--- config.mk ---
export PLATFORM = sky130hd
export DESIGN_NAME = remote_comm
export DESIGN_NICKNAME = d
export VERILOG_FILES = /design/src/rtl/comm_pkg.sv /design/src/rtl/uart.sv /design/src/rtl/remote_comm.sv
export SDC_FILE = /design/constraint.sdc
export NUM_CORES = 1
export LEC_CHECK = 0
export CELL_PAD_IN_SITES_DETAIL_PLACEMENT = 0
export CELL_PAD_IN_SITES_GLOBAL_PLACEMENT = 1
export CORE_ASPECT_RATIO = 1.75
export CORE_MARGIN = 2
export CORE_UTILIZATION = 28
export DETAILED_ROUTE_END_ITERATION = 10
export DONT_BUFFER_PORTS = 1
export PLACE_DENSITY_LB_ADDON = 0.1
export SKIP_LAST_GASP = 1
export SLEW_MARGIN = 20
export SYNTH_ARGS = -nofsm -noshare
export SYNTH_HDL_FRONTEND = slang
export SYNTH_SLANG_ARGS = --single-unit
--- constraint.sdc ---
create_clock -name clk -period 2.85 [get_ports clk]
set_clock_uncertainty 0.15 [all_clocks]
set_input_delay 0.7125 -clock clk [delete_from_list [all_inputs] [get_ports clk]]
set_output_delay 0.7125 -clock clk [all_outputs]
set_load 0.005 [all_outputs]
--- src/rtl/comm_pkg.sv ---
// Shared definitions for the Knight's Tour command link (host and robot sides).
package comm_pkg;

    localparam int BAUD_DIV = 2604;

    typedef enum logic [1:0] {
        IDLE    = 2'd0,
        SEND_HI = 2'd1,
        SEND_LO = 2'd2
    } send_state_t;

endpackage

--- src/rtl/uart.sv ---
// Full-duplex 8N1 UART transceiver; tx_done/rx_rdy are sticky flags cleared by
// trmt and by the next start bit (or clr_rx_rdy) respectively.
module uart import comm_pkg::*; #(
    parameter int BAUD_DIV = comm_pkg::BAUD_DIV
) (
    input  logic       clk,
    input  logic       rst_n,
    input  logic       RX,
    output logic       TX,
    input  logic       trmt,
    input  logic [7:0] tx_data,
    output logic       tx_done,
    output logic [7:0] rx_data,
    output logic       rx_rdy,
    input  logic       clr_rx_rdy
);

    localparam int CW = $clog2(BAUD_DIV);
    localparam logic [CW-1:0] BIT_LAST = CW'(BAUD_DIV - 1);
    localparam logic [CW-1:0] HALF_BIT = CW'(BAUD_DIV / 2 - 1);

    logic          r_tx_busy;
    logic [8:0]    r_tx_shift;
    logic [CW-1:0] r_tx_baud;
    logic [3:0]    r_tx_bits;
    logic          r_tx_done;
    logic          w_tx_bit_end;

    assign w_tx_bit_end = r_tx_busy && (r_tx_baud == BIT_LAST);

    // Shift register holds {data, start}; ones are shifted in so the stop bit falls out last.
    always_ff @(posedge clk or negedge rst_n) begin
        if (!rst_n) begin
            r_tx_busy  <= 1'b0;
            r_tx_shift <= '1;
            r_tx_baud  <= '0;
            r_tx_bits  <= '0;
            r_tx_done  <= 1'b0;
        end else if (trmt) begin
            r_tx_busy  <= 1'b1;
            r_tx_shift <= {tx_data, 1'b0};
            r_tx_baud  <= '0;
            r_tx_bits  <= '0;
            r_tx_done  <= 1'b0;
        end else if (r_tx_busy) begin
            if (w_tx_bit_end) begin
                r_tx_baud  <= '0;
                r_tx_shift <= {1'b1, r_tx_shift[8:1]};
                r_tx_bits  <= r_tx_bits + 4'd1;
                if (r_tx_bits == 4'd9) begin
                    r_tx_busy <= 1'b0;
                    r_tx_done <= 1'b1;
                end
            end else begin
                r_tx_baud <= r_tx_baud + 1'b1;
            end
        end
    end

    assign TX      = r_tx_busy ? r_tx_shift[0] : 1'b1;
    assign tx_done = r_tx_done;

    logic          r_rx_sync1;
    logic          r_rx_sync2;
    logic          r_rx_prev;
    logic          r_rx_busy;
    logic [CW-1:0] r_rx_baud;
    logic [3:0]    r_rx_bits;
    logic [7:0]    r_rx_shift;
    logic [7:0]    r_rx_data;
    logic          r_rx_rdy;
    logic          w_rx_start;
    logic          w_rx_sample;

    assign w_rx_start  = !r_rx_busy && r_rx_prev && !r_rx_sync2;
    assign w_rx_sample = r_rx_busy && (r_rx_baud == '0);

    // Bit 0 is the start bit, 1..8 data, 9 the stop bit where the byte is published.
    always_ff @(posedge clk or negedge rst_n) begin
        if (!rst_n) begin
            r_rx_sync1 <= 1'b1;
            r_rx_sync2 <= 1'b1;
            r_rx_prev  <= 1'b1;
            r_rx_busy  <= 1'b0;
            r_rx_baud  <= '0;
            r_rx_bits  <= '0;
            r_rx_shift <= '0;
            r_rx_data  <= '0;
            r_rx_rdy   <= 1'b0;
        end else begin
            r_rx_sync1 <= RX;
            r_rx_sync2 <= r_rx_sync1;
            r_rx_prev  <= r_rx_sync2;
            if (w_rx_start) begin
                r_rx_busy <= 1'b1;
                r_rx_baud <= HALF_BIT;
                r_rx_bits <= '0;
                r_rx_rdy  <= 1'b0;
            end else begin
                if (clr_rx_rdy) begin
                    r_rx_rdy <= 1'b0;
                end
                if (w_rx_sample) begin
                    r_rx_baud <= BIT_LAST;
                    r_rx_bits <= r_rx_bits + 4'd1;
                    if (r_rx_bits == 4'd9) begin
                        r_rx_busy <= 1'b0;
                        r_rx_data <= r_rx_shift;
                        r_rx_rdy  <= 1'b1;
                    end else if (r_rx_bits != 4'd0) begin
                        r_rx_shift <= {r_rx_sync2, r_rx_shift[7:1]};
                    end
                end else if (r_rx_busy) begin
                    r_rx_baud <= r_rx_baud - 1'b1;
                end
            end
        end
    end

    assign rx_data = r_rx_data;
    assign rx_rdy  = r_rx_rdy;

endmodule

--- src/rtl/remote_comm.sv ---
// Host-side command transmitter: sends a 16-bit command as two UART frames
// (high byte first) and exposes the last response byte received from the robot.
module remote_comm import comm_pkg::*; #(
    parameter int BAUD_DIV = comm_pkg::BAUD_DIV
) (
    input  logic        clk,
    input  logic        rst_n,
    input  logic        snd_cmd,
    input  logic [15:0] cmd,
    input  logic        RX,
    output logic        TX,
    output logic [7:0]  resp,
    output logic        resp_rdy,
    output logic        cmd_snt
);

    send_state_t r_state;
    send_state_t w_state_nxt;
    logic [7:0]  r_lo_byte;
    logic        r_cmd_snt;
    logic        w_trmt;
    logic [7:0]  w_tx_data;
    logic        w_accept;
    logic        w_done_lo;
    logic        w_tx_done;
    logic [7:0]  w_rx_data;
    logic        w_rx_rdy;

    uart #(.BAUD_DIV(BAUD_DIV)) u_uart (
        .clk        (clk),
        .rst_n      (rst_n),
        .RX         (RX),
        .TX         (TX),
        .trmt       (w_trmt),
        .tx_data    (w_tx_data),
        .tx_done    (w_tx_done),
        .rx_data    (w_rx_data),
        .rx_rdy     (w_rx_rdy),
        .clr_rx_rdy (1'b0)
    );

    always_ff @(posedge clk or negedge rst_n) begin
        if (!rst_n) begin
            r_state <= IDLE;
        end else begin
            r_state <= w_state_nxt;
        end
    end

    // tx_done is cleared by the same trmt that starts a frame, so SEND_HI never sees a stale done.
    always_comb begin
        w_state_nxt = r_state;
        w_trmt      = 1'b0;
        w_tx_data   = cmd[15:8];
        w_accept    = 1'b0;
        w_done_lo   = 1'b0;
        case (r_state)
            IDLE: begin
                if (snd_cmd) begin
                    w_accept    = 1'b1;
                    w_trmt      = 1'b1;
                    w_tx_data   = cmd[15:8];
                    w_state_nxt = SEND_HI;
                end
            end
            SEND_HI: begin
                if (w_tx_done) begin
                    w_trmt      = 1'b1;
                    w_tx_data   = r_lo_byte;
                    w_state_nxt = SEND_LO;
                end
            end
            SEND_LO: begin
                if (w_tx_done) begin
                    w_done_lo   = 1'b1;
                    w_state_nxt = IDLE;
                end
            end
            default: w_state_nxt = IDLE;
        endcase
    end

    always_ff @(posedge clk or negedge rst_n) begin
        if (!rst_n) begin
            r_lo_byte <= '0;
            r_cmd_snt <= 1'b0;
        end else if (w_accept) begin
            r_lo_byte <= cmd[7:0];
            r_cmd_snt <= 1'b0;
        end else if (w_done_lo) begin
            r_cmd_snt <= 1'b1;
        end
    end

    assign cmd_snt  = r_cmd_snt;
    assign resp     = w_rx_data;
    assign resp_rdy = w_rx_rdy;

endmodule

# Yosys cells after proc, flatten, opt, wreduce, memory -nomap -nowiden
# Index checks and enable logic that the tools add are counted.
word_totals:
  wordCells: 95
  regBits: 75
  out_inout_bits: 11
classes:
  mux: 42
  reduce_logical: 22
  n_bitwise: 2
  n_addsub: 4
  eq_ne: 8
ops:
  columns: ["operator", "count"]
  rows:
  - ["$mux 12", 6]
  - ["$mux 9", 3]
  - ["$mux 1", 21]
  - ["$mux 4", 5]
  - ["$mux 8", 2]
  - ["$add 12x1->12 const B", 1]
  - ["$eq 12x12->1 const B", 1]
  - ["$logic_not 12->1", 1]
  - ["$reduce_bool 2->1", 6]
  - ["$sub 12x1->12 const B", 1]
  - ["$reduce_and 3->1", 3]
  - ["$add 4x1->4 const B", 2]
  - ["$eq 4x4->1 const B", 2]
  - ["$mux 2", 3]
  - ["$pmux 2 s3", 1]
  - ["$logic_and 1x1->1", 4]
  - ["$ne 2x1->1 const B", 2]
  - ["$reduce_and 2->1", 2]
  - ["$reduce_and 4->1", 1]
  - ["$reduce_bool 4->1", 1]
  - ["$reduce_bool 3->1", 1]
  - ["$eq 2x1->1 const B", 1]
  - ["$eq 2x2->1 const B", 1]
  - ["$logic_not 1->1", 2]
  - ["4 further kinds", 5]

# Depth between registers and ports, before layout
# Gate-level depths: netlist of run 1.
depth:
  ltp_word: 5
  mapped_depth: 7
  mapped_depth_nobuf: 6

# Cells and area by module
# From an unflattened synthesis of run 1, not the netlist that was laid out.
unflattened:
  cells_unflattened: 336
  hier_area_um2: 3656.0
by_module_without_submodules:
  columns: ["module", "area_per_inst_um2", "seq_area_each_um2", "cells_each", "instances"]
  rows:
  - ["uart", 3084.2, 1616.6, 294, 1]
  - ["remote_comm", 571.8, 275.3, 42, 1]

# Worst setup path after synthesis of run 1
# OpenSTA, ideal clock, no wires.
synth_timing:
  kind: "reg-to-reg"
  start: "register u_uart.r_rx_baud[0]"
  end: "register u_uart.r_rx_data[0], in the netlist u_uart.rx_data[0]"
  stages_incl_launch_ff: 7
  t_required_ns: 2.575
  synth_period_minus_slack_ns: 2.213
  t_arrival_ns: 1.938
  path_buffers: 0
  setup_slack_ns: 0.637
  path_cell_list: "dfrtp_1 -> inv_1 -> ha_1 -> nor4b_1 -> nand4_2 -> nor3_4 -> mux2_2"
synth_between:
  elab_chain_len: 3
synth_rtl:
  columns: ["element", "line", "text"]
  rows:
  - ["start, declared", "uart.sv:67", "logic [CW-1:0] r_rx_baud;"]
  - ["start signal, assigned", "uart.sv:114", "r_rx_baud <= r_rx_baud - 1'b1;"]
  - ["$logic_not 12->1", "uart.sv:76", "assign w_rx_sample = r_rx_busy && (r_rx_baud == '0);"]
  - ["$logic_and 1x1->1", "uart.sv:76", null]
  - ["$reduce_and 3->1 (no source line)", null, null]
  - ["end signal, assigned", "uart.sv:108", "r_rx_data <= r_rx_shift;"]
  - ["end, declared", "uart.sv:70", "logic [7:0] r_rx_data;"]
# Every way passes these cells.
# A chain may end at the register's enable or synchronous reset.

# Final worst setup path of run 1
layout_timing:
  start: "register u_uart.r_rx_baud[0]"
  end: "register u_uart.r_rx_data[5], in the netlist u_uart.rx_data[5]"
# Same word-level chain as after synthesis.

==> out/results.md, run 1 <==
| Group | Quantity | This run |
|---|---|---|
| worst setup path | Startpoint-to-endpoint class of the critical path | flip-flop to flip-flop |
| clock network | TritonCTS clock tree | done |
| clock network | Setup fix buffers added after clock tree synthesis | 0 |
| job | Max-Cap Viols | 0 |
| pwr | Power Internal | 2.04 mW |
| sta | Final Hold Violating Endpoints | 0 |
| synthesis | Cell count after synthesis | 318 |
| global routing | Maximum number of pins on one net before global-route repair | 64 |
| routing | Starting DRC count in detailed routing | 65 |
| routing | Per-cell via count in the routed design | 4.91 |
| sta | Setup WS post-layout | 0.323 ns |
| floorplanning | Core Box Area | 12,400 sq um |
| place | Pre-CTS setup slack | 0.252 ns |
| clock network | Clock root buffer | sky130_fd_sc_hd__clkbuf_16 |
| worst setup path | Stage delay of the slowest cell on the critical path | 0.48 ns |
| routing | Total wire length after detailed routing | 8370 um |
| global routing | Antenna violations before repair | 0 |
| pwr | P_sw | 0.753 mW |
| pwr | Clock share of power | 42.4% |
| synthesis | Fraction of the mapped netlist area in compound gates | 10.8% |
| routing | WL/cell | 16.6 um |
| sta | Final TNS setup | 0 ns |
| sta | Relative max-transition margin | 54.0% |
| sta | Maximum achievable frequency | 0.396 GHz |
| synthesis | Number of flops mapped to enable cells by yosys | 0 |
| pwr | Static leakage | 1.82 nW |
| clock network | Clk sinks | 75 |
| synthesis | Biggest area consumer among synthesized cells | sky130_fd_sc_hd__dfrtp_1 |
| floorplanning | Floorplan die height | 153 um |
| global routing | GRT Total Usage | 13.2% |
| worst setup path | Largest fanout of any net on the critical path | 9 |
| floorplanning | Number of placed I/O pins | 31 |
| synthesis | Synth Register Bits | 75 |
| sta | Pin slew with the least headroom to its limit | 0.690 ns |
| worst setup path | Critical path capture point type | flip-flop |
| final layout | Fill cell total of the finished layout | 1,294 |
| global routing | Final global-route overflow total | 0 |
| clock network | Maximum number of buffers from clock root to sink | 2 |
| pwr | Max IR drop VDD | 0.000268 V |
| floorplanning | Initial cell density of the core | 28.7% |
| worst setup path | Arrival @ worst endpoint | 2.59 ns |
| place | Cell total after placement | 487 |
| worst setup path | Cell type of the slowest stage on the worst timing path | sky130_fd_sc_hd__nor4b_1 |
| synthesis | Area share of the largest cell type after synthesis | 44.1% |
| worst setup path | Kind of start point of the critical path | flip-flop |
| worst setup path | Top cell family by delay on the critical path | simple AND/OR/NAND/NOR gates |
| floorplanning | Die area | 13,700 sq um |
| synthesis | Most frequent cell after synthesis | sky130_fd_sc_hd__dfrtp_1 |
| routing | Remaining antenna violation count after routing | 0 |
| synthesis | Distinct cells, synth | 49 |
| synthesis | Main combinational cell family by area after synthesis | simple AND/OR/NAND/NOR gates |
| global routing | First-pass GRT wire length | 13,900 um |
| routing | Number of vias after detailed routing | 2,477 |
| routing | DRC Markers | 0 |
| synthesis | Post-synthesis simple-gate area fraction | 15.9% |
| synthesis | Leading cell types by total area after synthesis | sky130_fd_sc_hd__dfrtp_1 44%, sky130_fd_sc_hd__mux2_2 10%, sky130_fd_sc_hd__dfstp_2 8.8%, sky130_fd_sc_hd__a21oi_1 2.8%, sky130_fd_sc_hd__ha_1 2.8% |
| routing | Pre-antenna DRT Iters | 4 |
| synthesis | Adder-Cell Fraction of Synth Area | 2.80% |
| place | GP Congestion | 0.725 |
| synthesis | Ys async rst share | 100% |
| sta | Worst hold margin | 0.0743 ns |
| final layout | Register cell area after layout | 1890 sq um |
| sta | Ratio of final minimum period to clock period | 88.7% |
| sta | RSZ-0062 raised after global routing | false |
| synthesis | Ys flop type | sky130_fd_sc_hd__dfrtp_1 |
| final layout | Cell area after layout | 4160 sq um |
| clock network | Clock transition at path regs | 0.07 ns |
| final layout | Number of non-filler instances in the completed layout | 504 |
| sta | Slew Viols, Final | 0 |
| worst setup path | Crit path cell chain | inv_1 > ha_1 > nor4b_1 > nand4_2 > nor3_4 > mux2_2 |
| synthesis | Ranking of synthesized cells by instance count | 63 x sky130_fd_sc_hd__dfrtp_1, 32 x sky130_fd_sc_hd__mux2_2, 20 x sky130_fd_sc_hd__a21oi_1, 20 x sky130_fd_sc_hd__nand2_1, 20 x sky130_fd_sc_hd__o21ai_0 |
| synthesis | Synth Cell Area | 3570 sq um |
| synthesis | Count of warnings emitted by yosys | 0 |
| pwr | Areal power density over the cells | 671 nW/um^2 |
| place | HPWL Detailed | 5550 um |
| floorplanning | Die X-Extent | 89.4 um |
| clock network | Number of H-tree levels | 3 |
| pwr | Switching portion of total power | 27.0% |
| final layout | Total inserted antenna cells | 0 |
| run status | Result of the run | complete, no violations |
| floorplanning | Placement row count | 54 |
| clock network | Number of buffers created by CTS | 9 |
| synthesis | Mux share of post-synthesis cell area | 12.6% |
| sta | Final setup fails | 0 |
| synthesis | Mean instance size in the synthesized netlist | 11.2 sq um |
| pwr | Reg power frac | 45.7% |
| global routing | Via count of the first global-routing pass | 2,681 |
| synthesis | Sequential-to-total area share from yosys stat | 53.0% |
| final layout | Multi-input combinational cell area | 1590 sq um |
| pwr | Share of total power in combinational logic | 11.9% |
| place | Number of input and output port buffers inserted | 0 |
| sta | Minimum clock period | 2.53 ns |
| min path | Classification of the worst-slack hold path | input port to asynchronous set/reset pin |
| synthesis | Post-Synth XOR/XNOR Area | 2.45% |
| place | Placement-stage cell area | 3820 sq um |
| final layout | Share of post-route cells with drive strength above 1 | 24.4% |
| worst setup path | Buffers & Inverters on Critical Path | 1 |
| clock network | Clock latency at the later pin of the worst-skew pair | 0.33 ns |
| worst setup path | Critical Path RT | 2.91 ns |
| final layout | Area growth from synthesis to layout | 16.4% |
| final layout | Nets | 359 |
| synthesis | Synthesized net count | 346 |
## cells in the final DEF, fill, tap and decap left out, types with 2 or more instances in the layout
cell and n:
sky130_fd_sc_hd__a211oi_1 2, sky130_fd_sc_hd__a21oi_1 20, sky130_fd_sc_hd__a221o_1 4, sky130_fd_sc_hd__a311oi_1 2, sky130_fd_sc_hd__a31oi_1 2, sky130_fd_sc_hd__and4_1 3, sky130_fd_sc_hd__buf_4 10, sky130_fd_sc_hd__clkbuf_16 9
sky130_fd_sc_hd__clkinvlp_4 2, sky130_fd_sc_hd__dfrtp_1 63, sky130_fd_sc_hd__dfstp_2 12, sky130_fd_sc_hd__ha_1 8, sky130_fd_sc_hd__inv_1 14, sky130_fd_sc_hd__inv_6 2, sky130_fd_sc_hd__mux2_2 32, sky130_fd_sc_hd__mux2i_1 9
sky130_fd_sc_hd__nand2_1 20, sky130_fd_sc_hd__nand2b_1 5, sky130_fd_sc_hd__nand3_1 19, sky130_fd_sc_hd__nand3b_1 2, sky130_fd_sc_hd__nand4_1 4, sky130_fd_sc_hd__nor2_1 12, sky130_fd_sc_hd__nor2b_1 2, sky130_fd_sc_hd__nor3_1 5
sky130_fd_sc_hd__nor4bb_1 3, sky130_fd_sc_hd__o211ai_1 3, sky130_fd_sc_hd__o21a_1 2, sky130_fd_sc_hd__o21ai_0 20, sky130_fd_sc_hd__o22ai_1 3, sky130_fd_sc_hd__or2_2 2, sky130_fd_sc_hd__or3_1 7, sky130_fd_sc_hd__or3_2 2
sky130_fd_sc_hd__xnor2_1 6, sky130_fd_sc_hd__xor2_1 4
## cells by family after synthesis
logic type / count (synthesis)
and+or+nand+nor: 98
xor gates and xnor gates: 10
muxes: 41
buffers and inverters: 23
DFF: 75
AOI/OAI and AO/OA: 63
adders and majority gates: 8
## power by group through the flow
stage | Combinational [mW] | Clock, mW | Sequential, mW
finish | 0.333 | 1.18 | 1.28
global placement | 0.306 | 0 | 1.29
detailed placement | 0.313 | 0 | 1.29
floorplan | 0.247 | 0 | 1.26
CTS | 0.341 | 1.23 | 1.27
global route | 0.382 | 1.27 | 1.29
## area by class of cell
| type | instances | share of cell area (%) |
|---|---|---|
| multi-input cells | 220 | 38.2 |
| flip-flops and latches | 75 | 45.5 |
| repair buffers | 11 | 2.47 |
| clock inverters | 6 | 1.72 |
| well taps | 168 | 5.06 |
| inverters | 14 | 1.26 |
| clock buffers | 10 | 5.75 |
## worst paths after layout
kind	start	end	slack [ns]	cells after the start
worst max-delay path	u_uart.r_rx_baud[0]	u_uart.rx_data[5]	0.32	6
worst min-delay path	rst_n	u_uart.r_tx_shift[8]	0.07	0
worst max register to register	u_uart.r_rx_baud[0]	u_uart.rx_data[5]	0.32	6
worst min register to register	u_uart.r_rx_sync1	u_uart.r_rx_sync2	0.22	0
max in group asynchronous	rst_n	u_uart.r_tx_baud[4]	2.16	1
min in group clk	u_uart.r_rx_sync1	u_uart.r_rx_sync2	0.22	0
## registers in the layout (all words and copies together) (netlist names), 2 cells and up
name,cells
u_uart.r_rx_baud,12
u_uart.r_tx_bits,4
r_lo_byte,8
u_uart.r_tx_shift,9
u_uart.r_rx_bits,4
u_uart.rx_data,8
u_uart.r_tx_baud,12
r_state,2
u_uart.r_rx_shift,8
## metal layers
layer  up-vias  GRT usage [%]  part of all wire, %
li1       1186              -                    -
met1      1267           14.9                   40
met2        18           23.3                   56
met3         6           3.56                  2.7
met4         0           4.34                 0.98
met5         -              0                    0
## timing repair
| action | 4_1_cts | 5_1_grt |
|---|---|---|
| hold buffers | 1 | 0 |
| gates resized for setup | 0 | 0 |
| setup endpoints to repair | 0 | 0 |
| hold endpoints to repair | 63 | 0 |
## stage by stage
stage | total power, mW | utilization, %
5_1_grt | 2.94 | 33.4
4_1_cts | 2.85 | 33.4
3_3_place_gp | 1.60 | 30.7
6_report | 2.79 | 33.4
3_5_place_dp | 1.60 | 30.7
2_1_floorplan | 1.51 | -
Power figures use the tool's default switching activity.
==> inputs of run 2 (changes only) <==
--- a/config.mk
+++ b/config.mk
@@ -6,9 +6,9 @@
 export NUM_CORES = 1
 export LEC_CHECK = 0
 export CELL_PAD_IN_SITES_DETAIL_PLACEMENT = 0
-export CELL_PAD_IN_SITES_GLOBAL_PLACEMENT = 1
+export CELL_PAD_IN_SITES_GLOBAL_PLACEMENT = 2
 export CORE_ASPECT_RATIO = 1.75
-export CORE_MARGIN = 2
+export CORE_MARGIN = 1.5
 export CORE_UTILIZATION = 28
 export DETAILED_ROUTE_END_ITERATION = 10
 export DONT_BUFFER_PORTS = 1
==> run 2 against run 1 <==
Compared with the run above: register-to-register slack about the same; non-clock buffer count shrank 1; critical endpoint is now u_uart.rx_data[3]; combinational power shrank 2%; critical path depth unchanged; fmax is 0.56% higher; utilization decreased by 0.13 points; flip-flop and latch count unchanged.
==> out/results.md, run 2 (synthesis results as in run 1) <==
| Group | Quantity | This run | Delta |
|---|---|---|---|
| run status | Result of the run | complete, no violations |  |
| clock network | Clock transition at path regs | 0.07 ns | about the same |
| global routing | First-pass GRT wire length | 14,100 um | +1.2% |
| final layout | Area growth from synthesis to layout | 16.0% |  |
| final layout | Number of non-filler instances in the completed layout | 503 | -0.20% |
| routing | Number of vias after detailed routing | 2,451 | -1.0% |
| pwr | Static leakage | 1.81 nW | -0.41% |
| global routing | Maximum number of pins on one net before global-route repair | 64 | unchanged |
| sta | Ratio of final minimum period to clock period | 88.2% | -0.50 points |
| final layout | Top library cells by usage in the layout, fill and taps aside | 63 x sky130_fd_sc_hd__dfrtp_1, 32 x sky130_fd_sc_hd__mux2_2, 20 x sky130_fd_sc_hd__nand2_1, 20 x sky130_fd_sc_hd__o21ai_0, 20 x sky130_fd_sc_hd__a21oi_1 |  |
| final layout | Core Util, Final | 33.3% | -0.13 points |
| worst setup path | Crit path cell chain | inv_1 > ha_1 > nor4b_1 > nand4_2 > nor3_4 > mux2_2 |  |
| sta | Final TNS setup | 0 ns | unchanged |
| worst setup path | Critical Path RT | 2.93 ns | +0.02 ns |
| worst setup path | Buffers & Inverters on Critical Path | 1 | unchanged |
| worst setup path | Number of logic stages on the critical path including buffering | 6 | unchanged |
| routing | Per-cell via count in the routed design | 4.87 | -0.85% |
| final layout | Nets | 358 | -0.28% |
| sta | Maximum achievable frequency | 0.398 GHz | +0.56% |
| worst setup path | Kind of start point of the critical path | flip-flop |  |
| sta | Slew Viols, Final | 0 | unchanged |
| floorplanning | Die X-Extent | 88.4 um | -1.1% |
| final layout | Most common library cell in the layout ignoring fill and taps | sky130_fd_sc_hd__dfrtp_1 |  |
| routing | Pre-antenna DRT Iters | 4 | unchanged |
| routing | Total wire length after detailed routing | 8360 um | about the same |
| routing | WL/cell | 16.6 um | +0.15% |
| final layout | Fill cell total of the finished layout | 1,345 | +3.9% |
| worst setup path | Critical path capture point type | flip-flop |  |
| place | Pre-CTS setup slack | 0.328 ns | +0.0754 ns |
| worst setup path | Cells on worst reg2reg path | 6 | unchanged |
| worst setup path | Top cell family by delay on the critical path | simple AND/OR/NAND/NOR gates |  |
| floorplanning | Core Box Area | 12,400 sq um | unchanged |
| sta | Pin slew with the least headroom to its limit | 0.823 ns | +0.132 ns |
| pwr | Max IR drop VDD | 0.000275 V | +2.9% |
| global routing | Antenna violations before repair | 0 | unchanged |
| clock network | TritonCTS clock tree | done |  |
| global routing | Met3 global-route usage | 3.20% | -0.37 points |
| worst setup path | Arrival @ worst endpoint | 2.59 ns | about the same |
| final layout | Share of post-route cells with drive strength above 1 | 23.9% | -0.52 points |
| worst setup path | Reg-to-reg setup timing slack | 0.34 ns | about the same |
| job | Max-Cap Viols | 0 | unchanged |
| place | Number of input and output port buffers inserted | 0 | unchanged |
| global routing | Final global-route overflow total | 0 | unchanged |
| clock network | Number of H-tree levels | 3 | unchanged |
| clock network | Setup fix buffers added after clock tree synthesis | 0 | unchanged |
| routing | Starting DRC count in detailed routing | 53 | -18% |
| routing | Remaining antenna violation count after routing | 0 | unchanged |
| floorplanning | Initial cell density of the core | 28.7% | unchanged |
| global routing | Most congested layer reported by global routing | met2 |  |
| worst setup path | Stage delay of the slowest cell on the critical path | 0.47 ns | about the same |
| floorplanning | Number of placed I/O pins | 31 | unchanged |
| pwr | Areal power density over the cells | 670 nW/um^2 | -0.15% |
| floorplanning | Placement row count | 54 | unchanged |
| floorplanning | Die area | 13,500 sq um | -1.8% |
| sta | RSZ-0062 raised after global routing | false |  |
| sta | Final setup fails | 0 | unchanged |
| global routing | Met1 layer usage reported by global route | 15.4% | +0.51 points |
| sta | Final Hold Violating Endpoints | 0 | unchanged |
| worst setup path | Startpoint-to-endpoint class of the critical path | flip-flop to flip-flop |  |
| place | HPWL Detailed | 5680 um | +2.3% |
| clock network | Clock root buffer | sky130_fd_sc_hd__clkbuf_16 |  |
| place | Cell total after placement | 486 | -0.21% |
| min path | Classification of the worst-slack hold path | input port to asynchronous set/reset pin |  |
| pwr | Total design power | 2.78 mW | -0.54% |
| floorplanning | Floorplan die height | 152 um | -0.65% |
| sta | Minimum clock period | 2.51 ns | -0.0142 ns |
| clock network | Number of buffers created by CTS | 9 | unchanged |
| global routing | Routing usage on met2 | 24.4% | +1.1 points |
| sta | Relative max-transition margin | 45.0% | -9.0 points |
| place | GP Congestion | 0.700 | -3.4% |
| routing | DRC Markers | 0 | unchanged |
| sta | Setup WS post-layout | 0.337 ns | +0.0142 ns |
| final layout | Largest registers ranked by flip-flop count | u_uart.r_rx_baud: 12 flops, u_uart.r_tx_baud: 12 flops, u_uart.r_tx_shift: 9 flops |  |
| worst setup path | Largest fanout of any net on the critical path | 9 | unchanged |
| worst setup path | Cell type of the slowest stage on the worst timing path | sky130_fd_sc_hd__nor3_4 |  |
| final layout | Total inserted antenna cells | 0 | unchanged |
| clock network | Maximum number of buffers from clock root to sink | 2 | unchanged |
| global routing | GRT Total Usage | 13.8% | +0.59 points |
| clock network | Clock latency at the later pin of the worst-skew pair | 0.34 ns | about the same |
| global routing | Via count of the first global-routing pass | 2,665 | -0.60% |
| clock network | Clk sinks | 75 | unchanged |
-- run 2: changes by cell type in the layout (fill, tap and decap cells not counted) --
cell | previous run | this run
sky130_fd_sc_hd__buf_4 | 10 | 9
sky130_fd_sc_hd__clkbuf_8 | 1 | 0
sky130_fd_sc_hd__clkbuf_1 | 0 | 1
sky130_fd_sc_hd__clkinvlp_4 | 2 | 1
sky130_fd_sc_hd__clkinv_4 | 1 | 2
-- run 2: area by class of cell --
| type | count | area, sq um | area share [%] |
|---|---|---|---|
| flip-flops and latches | 75 | 1890 | 45.7 |
| multi-input cells | 220 | 1590 | 38.4 |
| clock buffers | 10 | 229 | 5.53 |
| well taps | 168 | 210 | 5.08 |
| repair buffers | 10 | 95.1 | 2.30 |
| clock inverters | 6 | 72.6 | 1.75 |
| inverters | 14 | 52.6 | 1.27 |
-- run 2: repair_timing --
item                      CTS  global route
hold endpoints to repair   63             0
gates resized for setup     0             0
hold buffers                1             0
-- run 2: per-stage QoR --
step / hold WS (ns) / instance area, sq um
6_report: 0.0700 / 4140
5_1_grt: 0.0472 / 4140
4_1_cts: 0.0509 / 4140
3_5_place_dp: 0.218 / 3810
3_3_place_gp: 0.217 / 3810
2_1_floorplan: 0.195 / 3570
-- run 2: worst paths after layout --
kind / start / to
hold reg to reg: u_uart.r_rx_sync2 / u_uart.r_rx_prev
min in group clk: RX / u_uart.r_rx_sync1
setup reg to reg: u_uart.r_rx_baud[0] / u_uart.rx_data[3]
setup / recovery: u_uart.r_rx_baud[0] / u_uart.rx_data[3]
hold / removal: rst_n / u_uart.r_tx_shift[8]
max in group asynchronous: rst_n / u_uart.r_tx_baud[9]
-- run 2: worst reg2reg max path, stage by stage, from the launching register on --
cell	delay (ns)
sky130_fd_sc_hd__dfrtp_1	0.39
sky130_fd_sc_hd__inv_1	0.13
sky130_fd_sc_hd__ha_1	0.15
sky130_fd_sc_hd__nor4b_1	0.40
sky130_fd_sc_hd__nand4_2	0.32
sky130_fd_sc_hd__nor3_4	0.47
sky130_fd_sc_hd__mux2_2	0.39
-- run 2: power breakdown --
part | switching, mW | internal [mW]
registers | 0.119 | 1.16
logic | 0.160 | 0.165
clock network | 0.485 | 0.688
total | 0.765 | 2.01
-- run 2: metal layers --
layer | wire length (um) | vias up
met5 | 0 | -
met4 | 170 | 0
met3 | 261 | 11
met2 | 4590 | 31
met1 | 3340 | 1222
li1 | - | 1187
==> inputs of run 3 (changes only) <==
--- a/config.mk
+++ b/config.mk
@@ -5,6 +5,7 @@
 export SDC_FILE = /design/constraint.sdc
 export NUM_CORES = 1
 export LEC_CHECK = 0
+export ABC_CLOCK_PERIOD_IN_PS = 2850
 export CELL_PAD_IN_SITES_DETAIL_PLACEMENT = 0
 export CELL_PAD_IN_SITES_GLOBAL_PLACEMENT = 2
 export CORE_ASPECT_RATIO = 1.75
==> results of run 3 <==
Final layout, timing and power as in run 2 (identical DEF).
